$ cat config.mk
export PLATFORM = sky130hd
export DESIGN_NAME = key_event_ctrl
export DESIGN_NICKNAME = d
export VERILOG_FILES = /design/src/rtl/key_pkg.sv /design/src/rtl/key_filter.sv /design/src/rtl/key_event_ctrl.sv
export SDC_FILE = /design/constraint.sdc
export NUM_CORES = 1
export LEC_CHECK = 0
export ABC_AREA = 1
export CAP_MARGIN = 30
export CORE_ASPECT_RATIO = 0.6
export CORE_MARGIN = 4
export CORE_UTILIZATION = 65
export CTS_BUF_LIST = sky130_fd_sc_hd__clkbuf_16
export DETAILED_ROUTE_END_ITERATION = 16
export GPL_TIMING_DRIVEN = 1
export PLACE_DENSITY = 0.84
export SLEW_MARGIN = 20
export SYNTH_ARGS = -nofsm -noshare
export SYNTH_HDL_FRONTEND = slang
export SYNTH_SLANG_ARGS = --single-unit
$ cat constraint.sdc
create_clock -name clk -period 2.8 [get_ports clk]
set_input_delay 0.56 -clock clk [delete_from_list [all_inputs] [get_ports clk]]
set_output_delay 0.56 -clock clk [all_outputs]
set_load 0.02 [all_outputs]
$ cat src/rtl/key_pkg.sv
// Shared types and the round-robin grant helper for the front-panel key controller.
package key_pkg;

  localparam int unsigned MAX_KEYS  = 8;
  localparam int unsigned MAX_IDX_W = 3;

  typedef enum logic [0:0] {
    KEY_IDLE,
    KEY_OFFER
  } key_state_e;

  typedef struct packed {
    logic valid;
    logic polarity;
  } key_slot_t;

  // First set bit of req at or after ptr, wrapping mod nkeys; caller guarantees req != 0.
  function automatic logic [MAX_IDX_W-1:0] rr_next_grant(
    input logic [MAX_KEYS-1:0]  req,
    input logic [MAX_IDX_W-1:0] ptr,
    input int unsigned          nkeys
  );
    logic [MAX_IDX_W-1:0] grant;
    logic [MAX_IDX_W-1:0] idx;
    grant = ptr;
    for (int i = int'(MAX_KEYS) - 1; i >= 0; i--) begin
      if (i < int'(nkeys)) begin
        idx = MAX_IDX_W'((int'(ptr) + i) % int'(nkeys));
        if (req[idx]) grant = idx;
      end
    end
    return grant;
  endfunction

endpackage

$ cat src/rtl/key_filter.sv
// One key: 2-flop synchroniser plus stability counter that qualifies level changes.
module key_filter #(
  parameter int unsigned SAMPLE_TIME = 20'hF_FFFF
) (
  input  logic clk,
  input  logic reset,
  input  logic key_raw,
  output logic key_level
);

  localparam int unsigned CNT_W = $clog2(SAMPLE_TIME + 1);

  logic [1:0]       sync;
  logic [CNT_W-1:0] cnt;

  // Level flips on the SAMPLE_TIME-th consecutive cycle of disagreement.
  always_ff @(posedge clk) begin
    if (reset) begin
      sync      <= '0;
      cnt       <= '0;
      key_level <= 1'b0;
    end else begin
      sync <= {sync[0], key_raw};
      if (sync[1] == key_level) begin
        cnt <= '0;
      end else if (cnt == CNT_W'(SAMPLE_TIME - 1)) begin
        key_level <= sync[1];
        cnt       <= '0;
      end else begin
        cnt <= cnt + CNT_W'(1);
      end
    end
  end

endmodule

$ cat src/rtl/key_event_ctrl.sv
// Filters NKEYS buttons and serialises their level changes round-robin onto one event port.
// Define KEY_RELEASE_EV_EN to also emit release events (ev_press=0).
module key_event_ctrl
  import key_pkg::*;
#(
  parameter  int unsigned NKEYS       = 4,
  parameter  int unsigned SAMPLE_TIME = 20'hF_FFFF,
  localparam int unsigned IDX_W       = $clog2(NKEYS)
) (
  input  logic             clk,
  input  logic             reset,
  input  logic [NKEYS-1:0] key_in,
  output logic [NKEYS-1:0] key_level,
  output logic             ev_valid,
  input  logic             ev_ready,
  output logic [IDX_W-1:0] ev_key,
  output logic             ev_press,
  output logic             overrun
);

  key_state_e       state;
  key_slot_t        slot [NKEYS];
  logic [NKEYS-1:0] level_prev;
  logic [IDX_W-1:0] rr_ptr;

  logic [NKEYS-1:0] slot_valid_c;
  logic [NKEYS-1:0] load_c;
  logic [IDX_W-1:0] grant_idx_c;
  logic             grant_c;

  for (genvar k = 0; k < NKEYS; k++) begin : g_key
    key_filter #(.SAMPLE_TIME(SAMPLE_TIME)) u_filter (
      .clk       (clk),
      .reset     (reset),
      .key_raw   (key_in[k]),
      .key_level (key_level[k])
    );
  end

  always_comb begin
    for (int k = 0; k < int'(NKEYS); k++) slot_valid_c[k] = slot[k].valid;
`ifdef KEY_RELEASE_EV_EN
    load_c = key_level ^ level_prev;
`else
    load_c = (key_level ^ level_prev) & key_level;
`endif
    grant_c     = (state == KEY_IDLE) && (|slot_valid_c);
    grant_idx_c = IDX_W'(rr_next_grant(MAX_KEYS'(slot_valid_c), MAX_IDX_W'(rr_ptr), NKEYS));
  end

`ifndef KEY_RELEASE_EV_EN
  assign ev_press = 1'b1;
`endif

  // Slot bookkeeping, arbitration pointer and the IDLE/OFFER event port.
  always_ff @(posedge clk) begin
    if (reset) begin
      state      <= KEY_IDLE;
      level_prev <= '0;
      rr_ptr     <= '0;
      ev_valid   <= 1'b0;
      ev_key     <= '0;
`ifdef KEY_RELEASE_EV_EN
      ev_press   <= 1'b0;
`endif
      overrun    <= 1'b0;
      for (int k = 0; k < int'(NKEYS); k++) slot[k] <= '0;
    end else begin
      level_prev <= key_level;
      // A slot granted this cycle can absorb a new edge without loss.
      for (int k = 0; k < int'(NKEYS); k++) begin
        if (grant_c && (grant_idx_c == IDX_W'(k))) begin
          slot[k] <= load_c[k] ? key_slot_t'{valid: 1'b1, polarity: key_level[k]} : '0;
        end else if (load_c[k]) begin
          if (slot[k].valid) overrun <= 1'b1;
          else               slot[k] <= key_slot_t'{valid: 1'b1, polarity: key_level[k]};
        end
      end
      case (state)
        KEY_IDLE: begin
          if (grant_c) begin
            ev_valid <= 1'b1;
            ev_key   <= grant_idx_c;
`ifdef KEY_RELEASE_EV_EN
            ev_press <= slot[grant_idx_c].polarity;
`endif
            rr_ptr   <= (grant_idx_c == IDX_W'(NKEYS - 1)) ? '0 : grant_idx_c + IDX_W'(1);
            state    <= KEY_OFFER;
          end
        end
        KEY_OFFER: begin
          if (ev_ready) begin
            ev_valid <= 1'b0;
            state    <= KEY_IDLE;
          end
        end
        default: state <= KEY_IDLE;
      endcase
    end
  end

endmodule

=== Word level (Yosys, flattened, before mapping) ===
Memories as Yosys holds them, arrays and structs flattened.
Cells that the tools add are included.
W data, S select, Z words.

* Reduce and logical (&&, ||, !) cells: 20
* Mux-type cells: 77
* Bitwise gates (word level): 18
* Equal/unequal tests: 13
* $lt $le $gt $ge: 4
* $add $sub $neg: 8

{| class="wikitable"
|+ Operator list
! cell !! number
|-
| $add A20 B1 Y20 const B || 4
|-
| $eq A20 B20 Y1 const B || 4
|-
| $mux W1 || 54
|-
| $mux W2 || 17
|-
| $lt A3 B4 Y1 const B || 3
|-
| $reduce_and A2 Y1 || 6
|-
| $reduce_or A3 Y1 || 4
|-
| $bmux W1 S3 || 3
|-
| $or A1 B1 Y1 || 8
|-
| $reduce_or A2 Y1 || 3
|-
| $logic_and A1 B1 Y1 || 5
|-
| $not A1 Y1 || 5
|-
| $add A2 B1 Y2 const B || 2
|-
| $add A2 B2 Y2 const B || 2
|-
| $and A4 B4 Y4 || 1
|-
| $eq A1 B1 Y1 || 4
|-
| $eq A2 B2 Y1 const B || 2
|-
| $lt A2 B4 Y1 const B || 1
|-
| $ne A2 B2 Y1 const B || 2
|-
| $pmux W1 S2 || 2
|-
| $reduce_or A4 Y1 || 1
|-
| $xor A4 B4 Y4 || 1
|-
| $and A1 B1 Y1 const A || 3
|-
| $bmux W1 S2 || 1
|-
| 2 further kinds || 2
|}

* Output and inout port bits: 9
* Memories: 1
* Input port bits: 7
* Word-level logic and storage cells: 159
* Register bits: 103
* RAM bits: 8

{| class="wikitable"
|+ Memories
! memory !! words !! width !! read ports !! clocked after memory_dff !! write ports !! line !! source
|-
| slot || 4 || 2 || 4 || 0 || 4 || key_event_ctrl.sv:22 || <nowiki>key_slot_t slot [NKEYS];</nowiki>
|}

=== Longest topological paths before layout ===
* Word-level depth: 21
* Mapped depth: 19
* Mapped depth without buffers: 18

=== Modules after synthesis ===
Synthesis repeated with hierarchy kept, for this count alone.

* Cell total of the unflattened synthesis: 804
* Area, all modules: 5,586.6 sq um

{| class="wikitable"
|+ Modules (own cells, without submodules)
! module !! seq. area each (sq um) !! cells each !! area an instance (sq um) !! instances
|-
| key_filter (g_key[0].u_filter ...) || 460.4 || 171 || 1,157.4 || 3
|-
| key_filter (g_key[3].u_filter) || 460.4 || 155 || 1,152.4 || 1
|-
| key_event_ctrl || 340.3 || 136 || 962.2 || 1
|}

=== Worst setup path before layout ===
OpenSTA, ideal clock, no wires.

* Path type: flip-flop to flip-flop
* Start: register rr_ptr[0]
* End: memory slot[3][1] in the netlist's numbering (enable)
* Arrival time: 1.532 ns
* Setup slack: 0.957 ns
* Data required time: 2.489 ns
* Period minus slack after synthesis: 1.843 ns
* Buffers on the path: 1
* Cell stages (with the launch flop): 14
* Path through: dfxtp_1 buf_2 o21ai_0 nand2_1 nand2_1 nand2_1 nand2_1 nand3_1 nand2_1 ha_1 inv_1 nor2_1 inv_1 o211ai_1

{| class="wikitable"
|+ RTL lines
! item !! line !! source
|-
| start, declared || key_event_ctrl.sv:24 || <nowiki>logic [IDX_W-1:0] rr_ptr;</nowiki>
|-
| start signal, assigned || key_event_ctrl.sv:87 || <nowiki>rr_ptr <= (grant_idx_c == IDX_W'(NKEYS - 1)) ? '0 : grant_idx_c + IDX_W'(1);</nowiki>
|-
| end, declared || key_event_ctrl.sv:22 ||
|}

=== Worst setup path after layout ===
* Start: register rr_ptr[0]
* End: register overrun

* Longest elaborated chain between the ends: 21
* Elaborated cells between the ends (all ways): 39
* Those cells by class: add/sub: 3; eq/ne: 3; mux: 22; bitwise: 3; reduce/logical: 8

{| class="wikitable"
|+ Ends and longest elaborated chain
! item !! line !! source
|-
| $add A2 B2 Y2 || key_pkg.sv:28 || <nowiki>idx = MAX_IDX_W'((int'(ptr) + i) % int'(nkeys));</nowiki>
|-
| $reduce_or A2 Y1 (no line) || -- ||
|-
| $and A1 B1 Y1 (no line) || -- ||
|-
| $bmux W1 S3 || key_pkg.sv:29 || <nowiki>if (req[idx]) grant = idx;</nowiki>
|-
| $mux W1 (implied by the code) || key_pkg.sv:29 ||
|-
| $mux W2 (3 in series) || key_pkg.sv:29 ||
|-
| $mux W2 (*) || key_pkg.sv:29 ||
|-
| via grant_idx_c[1] || key_event_ctrl.sv:28 || <nowiki>logic [IDX_W-1:0] grant_idx_c;</nowiki>
|-
| (+4 left out) || -- ||
|-
| $mux W1 || key_event_ctrl.sv:74 || <nowiki>end else if (load_c[k]) begin</nowiki>
|-
| $mux W1 || key_event_ctrl.sv:72 || <nowiki>if (grant_c && (grant_idx_c == IDX_W'(k))) begin</nowiki>
|-
| $mux W1 || key_event_ctrl.sv:75 || <nowiki>if (slot[k].valid) overrun <= 1'b1;</nowiki>
|-
| $mux W1 || key_event_ctrl.sv:74 ||
|-
| $mux W1 || key_event_ctrl.sv:72 ||
|-
| $mux W1 || key_event_ctrl.sv:75 ||
|-
| $mux W1 || key_event_ctrl.sv:74 ||
|-
| $mux W1 (*) || key_event_ctrl.sv:72 ||
|-
| end signal, assigned || key_event_ctrl.sv:66 || <nowiki>overrun <= 1'b0;</nowiki>
|-
| end signal, assigned || key_event_ctrl.sv:75 ||
|-
| end, declared || key_event_ctrl.sv:18 || <nowiki>output logic overrun</nowiki>
|}

Mark *: on every way through the listed nets, which the timed path passes. The rest lies on a longest branch. The select of a mux whose other input is x is not followed.
A chain may end at the register's enable or synchronous reset.

==> flow_metrics.env <==
export IMPL_setup_viol_count_final=0
export IMPL_synth_cell_types=39
export IMPL_wire_per_inst_um=12.4
export IMPL_postCtsSetupRepairBufs=0
export IMPL_r2r_start="rr_ptr[0]$_SDFFE_PP0P_"
export IMPL_synth_avg_cell_area_um2=7.27
export IMPL_antenna_found_initial=0
export IMPL_vias=4549
export IMPL_fillers=597
export IMPL_reg2reg_depth=18
export IMPL_rrSetupSlack_ps=550
export IMPL_max_freq_mhz=443
export IMPL_area_growth_pct=8.98
export IMPL_cp_slowest_cell="dfxtp_1"
export IMPL_vdd_ir_drop_max_mv=0.638
export IMPL_crit_path_start="rr_ptr[0]$_SDFFE_PP0P_"
export IMPL_multi_input_area_um2=2600
export IMPL_clkLatencyLatePin_ps=340
export IMPL_rsz0062_at_grt="false"
export IMPL_worstSetupEndpointType="register"
export IMPL_grt_total_usage_pct=23.3
export IMPL_postCtsResizedCells=0
export IMPL_drtPass1Iterations=5
export IMPL_yosysWarnings=0
export IMPL_crit_chain="inv_2 > nand2_1 > nand3_1 > nand2_1 > inv_1 > nand3_1 > nand3_1 > nand2_1 > nand2_1 > inv_1 > ha_1 > inv_1 > nor2_1 > inv_1 > a21oi_1 > nand3_1 > nor2_1 > nor2_1"
export IMPL_cts_tree="built"
export IMPL_rows=25
export IMPL_synth_top_area_share_pct=38.7
export IMPL_synth_top_cells_by_area="dfxtp_1 (39%), nand2_1 (11%), nor2_1 (7.7%), inv_1 (7.2%), a21oi_1 (3.5%)"
export IMPL_cpPeakStageDelay_ps=520
export IMPL_path_class="register to register"
export IMPL_worstPathRequired_ps=3040
export IMPL_status="completed"
export IMPL_worstPathArrival_ps=2490
export IMPL_finalCritPeriodShare_pct=80.5
export IMPL_layout_drive_gt1_share_pct=10.1
export IMPL_hold_class="register to register"
export IMPL_rr_endpoint="overrun$_SDFF_PP0_"
export IMPL_p_leak_nw=2.19
export IMPL_seq_area_frac_synth_pct=40.9
export IMPL_clkTransAtPathRegs_ps=70
export IMPL_synth_seq_cells=107
export IMPL_grt_max_degree=21
export IMPL_clk_path_buf_depth=2
export IMPL_drt_iter0_markers=368
export IMPL_finalWeightedCongestion=0.923
export IMPL_hold_violations=0
export IMPL_portBuffers=14
export IMPL_seqCellArea_um2=2180
export IMPL_initial_core_util_pct=67.4
export IMPL_final_max_slew_viol_count=0
export IMPL_drtAntennaViolNets=0
export IMPL_grt_pass1_vias=4304
export IMPL_grt_pass1_wl_mm=19.0
export IMPL_fp_coreArea_um2=7910
export IMPL_h_tree_depth=3
export IMPL_period_needed_ps=2250
export IMPL_die_area_um2=9770
export IMPL_drc=0
export IMPL_tns_ps=0
export IMPL_numCtsBuffers=9
export IMPL_synth_nets=753
export IMPL_syn_inst=734
export IMPL_die_width_um=125
export IMPL_synth_area_um2=5330
export IMPL_grt_ovfl_total=0
export IMPL_fin_util_pct=73.5
export IMPL_cp_max_fo=10
export IMPL_hpwl_mm=7.90
export IMPL_layout_nets=767
export IMPL_via_per_inst=5.28
export IMPL_synth_top_area_cell="dfxtp_1"
export IMPL_cts_hold_buffers_added=0
export IMPL_critical_path_startpoint_type="register"
export IMPL_pin_count=16
export IMPL_cts_sinks=107
export IMPL_fin_skew_ps=5.05
export IMPL_cap_viol_max_count=0
export IMPL_drt_total_wl_mm=10.7
export IMPL_die_h_um=78.2
export IMPL_endpoint="overrun$_SDFF_PP0_"
export IMPL_diodes=0
export IMPL_power_density_nw_per_um2=598
export IMPL_root_buffer="clkbuf_16"
per-stage QoR:
step | setup slack (ps) | power (W) | area (um^2) | cells | hold slack (ps)
floorplan | 957 | 0.00217 | 5330 | 734 | 388
detailed placement | 514 | 0.00234 | 5540 | 845 | 402
global placement | 621 | 0.00230 | 5540 | 845 | 392
CTS | 586 | 0.00349 | 5810 | 861 | 413
finish | 545 | 0.00348 | 5810 | 861 | 414
global route | 226 | 0.00369 | 5810 | 861 | 442
routing by layer:
layer	global-route usage (%)	part of all wire (%)	routed length [um]
met1	31.0	46	4960
met4	5.30	0.79	84
met5	0	0	0
met3	5.78	7.4	789
met2	38.8	45	4860
sequential cells by signal, summed over array words and instances (netlist names):
signal,count
rr_ptr,2
level_prev,4
slot,4
g_key.u_filter.key_level,4
ev_valid,1
overrun,1
g_key.u_filter.sync,8
g_key.u_filter.cnt,80
ev_key,2
state,1
cells by family after synthesis:
family	count (synthesis)	synth area share (%)
AO/OA/AOI/OAI	70	7.13
AND/OR/NAND/NOR	385	34.6
flip-flops	107	40.9
adder cells (fa/ha/maj)	12	2.81
buffers and inverters	134	10.3
other	1	0.0703
XOR/XNOR	25	4.11
where the power goes:
part / total (W) / switching, W / internal, W
combinational: 0.000669 / 0.000439 / 0.000230
clock: 0.00116 / 0.000555 / 0.000601
sequential: 0.00165 / 0.0000604 / 0.00159
total: 0.00348 / 0.00105 / 0.00242
layout make-up:
class / count / area share, %
clock buffers: 9 / 3.87
multi-input cells: 493 / 44.7
inverters: 120 / 7.96
flip-flops and latches: 107 / 37.5
well taps: 108 / 2.32
repair buffers: 17 / 2.80
clock inverters: 7 / 0.753
cells in the mapped netlist, drive strengths merged:
library cell,n
a211oi,3
a21oi,38
a31oi,1
buf,11
clkbuf,3
conb,1
dfxtp,103
edfxtp,4
ha,12
inv,120
nand2,158
nand3,37
nand3b,3
nand4,14
nor2,120
nor3,30
nor3b,13
nor4,5
o211ai,4
o21a,3
o21ai,21
or2,5
xnor2,6
xor2,19
critical path, delay by kind of cell (launching register included):
family | cells | cell delay, ps
buffers and inverters | 5 | 410
adder cells (fa/ha/maj) | 1 | 150
AO/OA/AOI/OAI | 1 | 140
AND/OR/NAND/NOR | 11 | 930
flip-flops | 1 | 520
layout by cell type, fill, tap and decap left out, types with 2 or more instances in the layout:
cell,n
nand2_1,151
nor2_1,109
inv_1,104
dfxtp_1,103
a21oi_1,37
nand3_1,35
xor2_1,19
nor3_1,18
o21ai_0,18
inv_2,16
nand4_1,14
clkdlybuf4s50_1,14
ha_1,12
nor2_2,9
clkbuf_16,9
nor3b_1,7
nand2_2,7
xnor2_1,6
nor3_4,6
nor3_2,6
nor3b_2,5
nor4_1,5
o211ai_1,4
edfxtp_1,4
o21a_1,3
or2_0,3
o21ai_1,3
nand3b_1,3
a211oi_1,3
clkinv_2,3
buf_4,3
nor2_4,2
or2_2,2
nand3_2,2
inv_6,2
worst min path at each step:
stage	startpoint	to	slack (ps)	cells after the start
after floorplan	g_key[0].u_filter.sync[0]$_SDFF_PP0_	g_key[0].u_filter.sync[1]$_SDFF_PP0_	390	2
after global placement	g_key[1].u_filter.sync[0]$_SDFF_PP0_	g_key[1].u_filter.sync[1]$_SDFF_PP0_	390	2
after detailed placement	g_key[2].u_filter.sync[0]$_SDFF_PP0_	g_key[2].u_filter.sync[1]$_SDFF_PP0_	400	2
after CTS	g_key[2].u_filter.sync[0]$_SDFF_PP0_	g_key[2].u_filter.sync[1]$_SDFF_PP0_	410	2
after global routing	g_key[1].u_filter.sync[0]$_SDFF_PP0_	g_key[1].u_filter.sync[1]$_SDFF_PP0_	440	2
final	g_key[2].u_filter.sync[0]$_SDFF_PP0_	g_key[2].u_filter.sync[1]$_SDFF_PP0_	410	2
(Power assumes the default switching activity.)
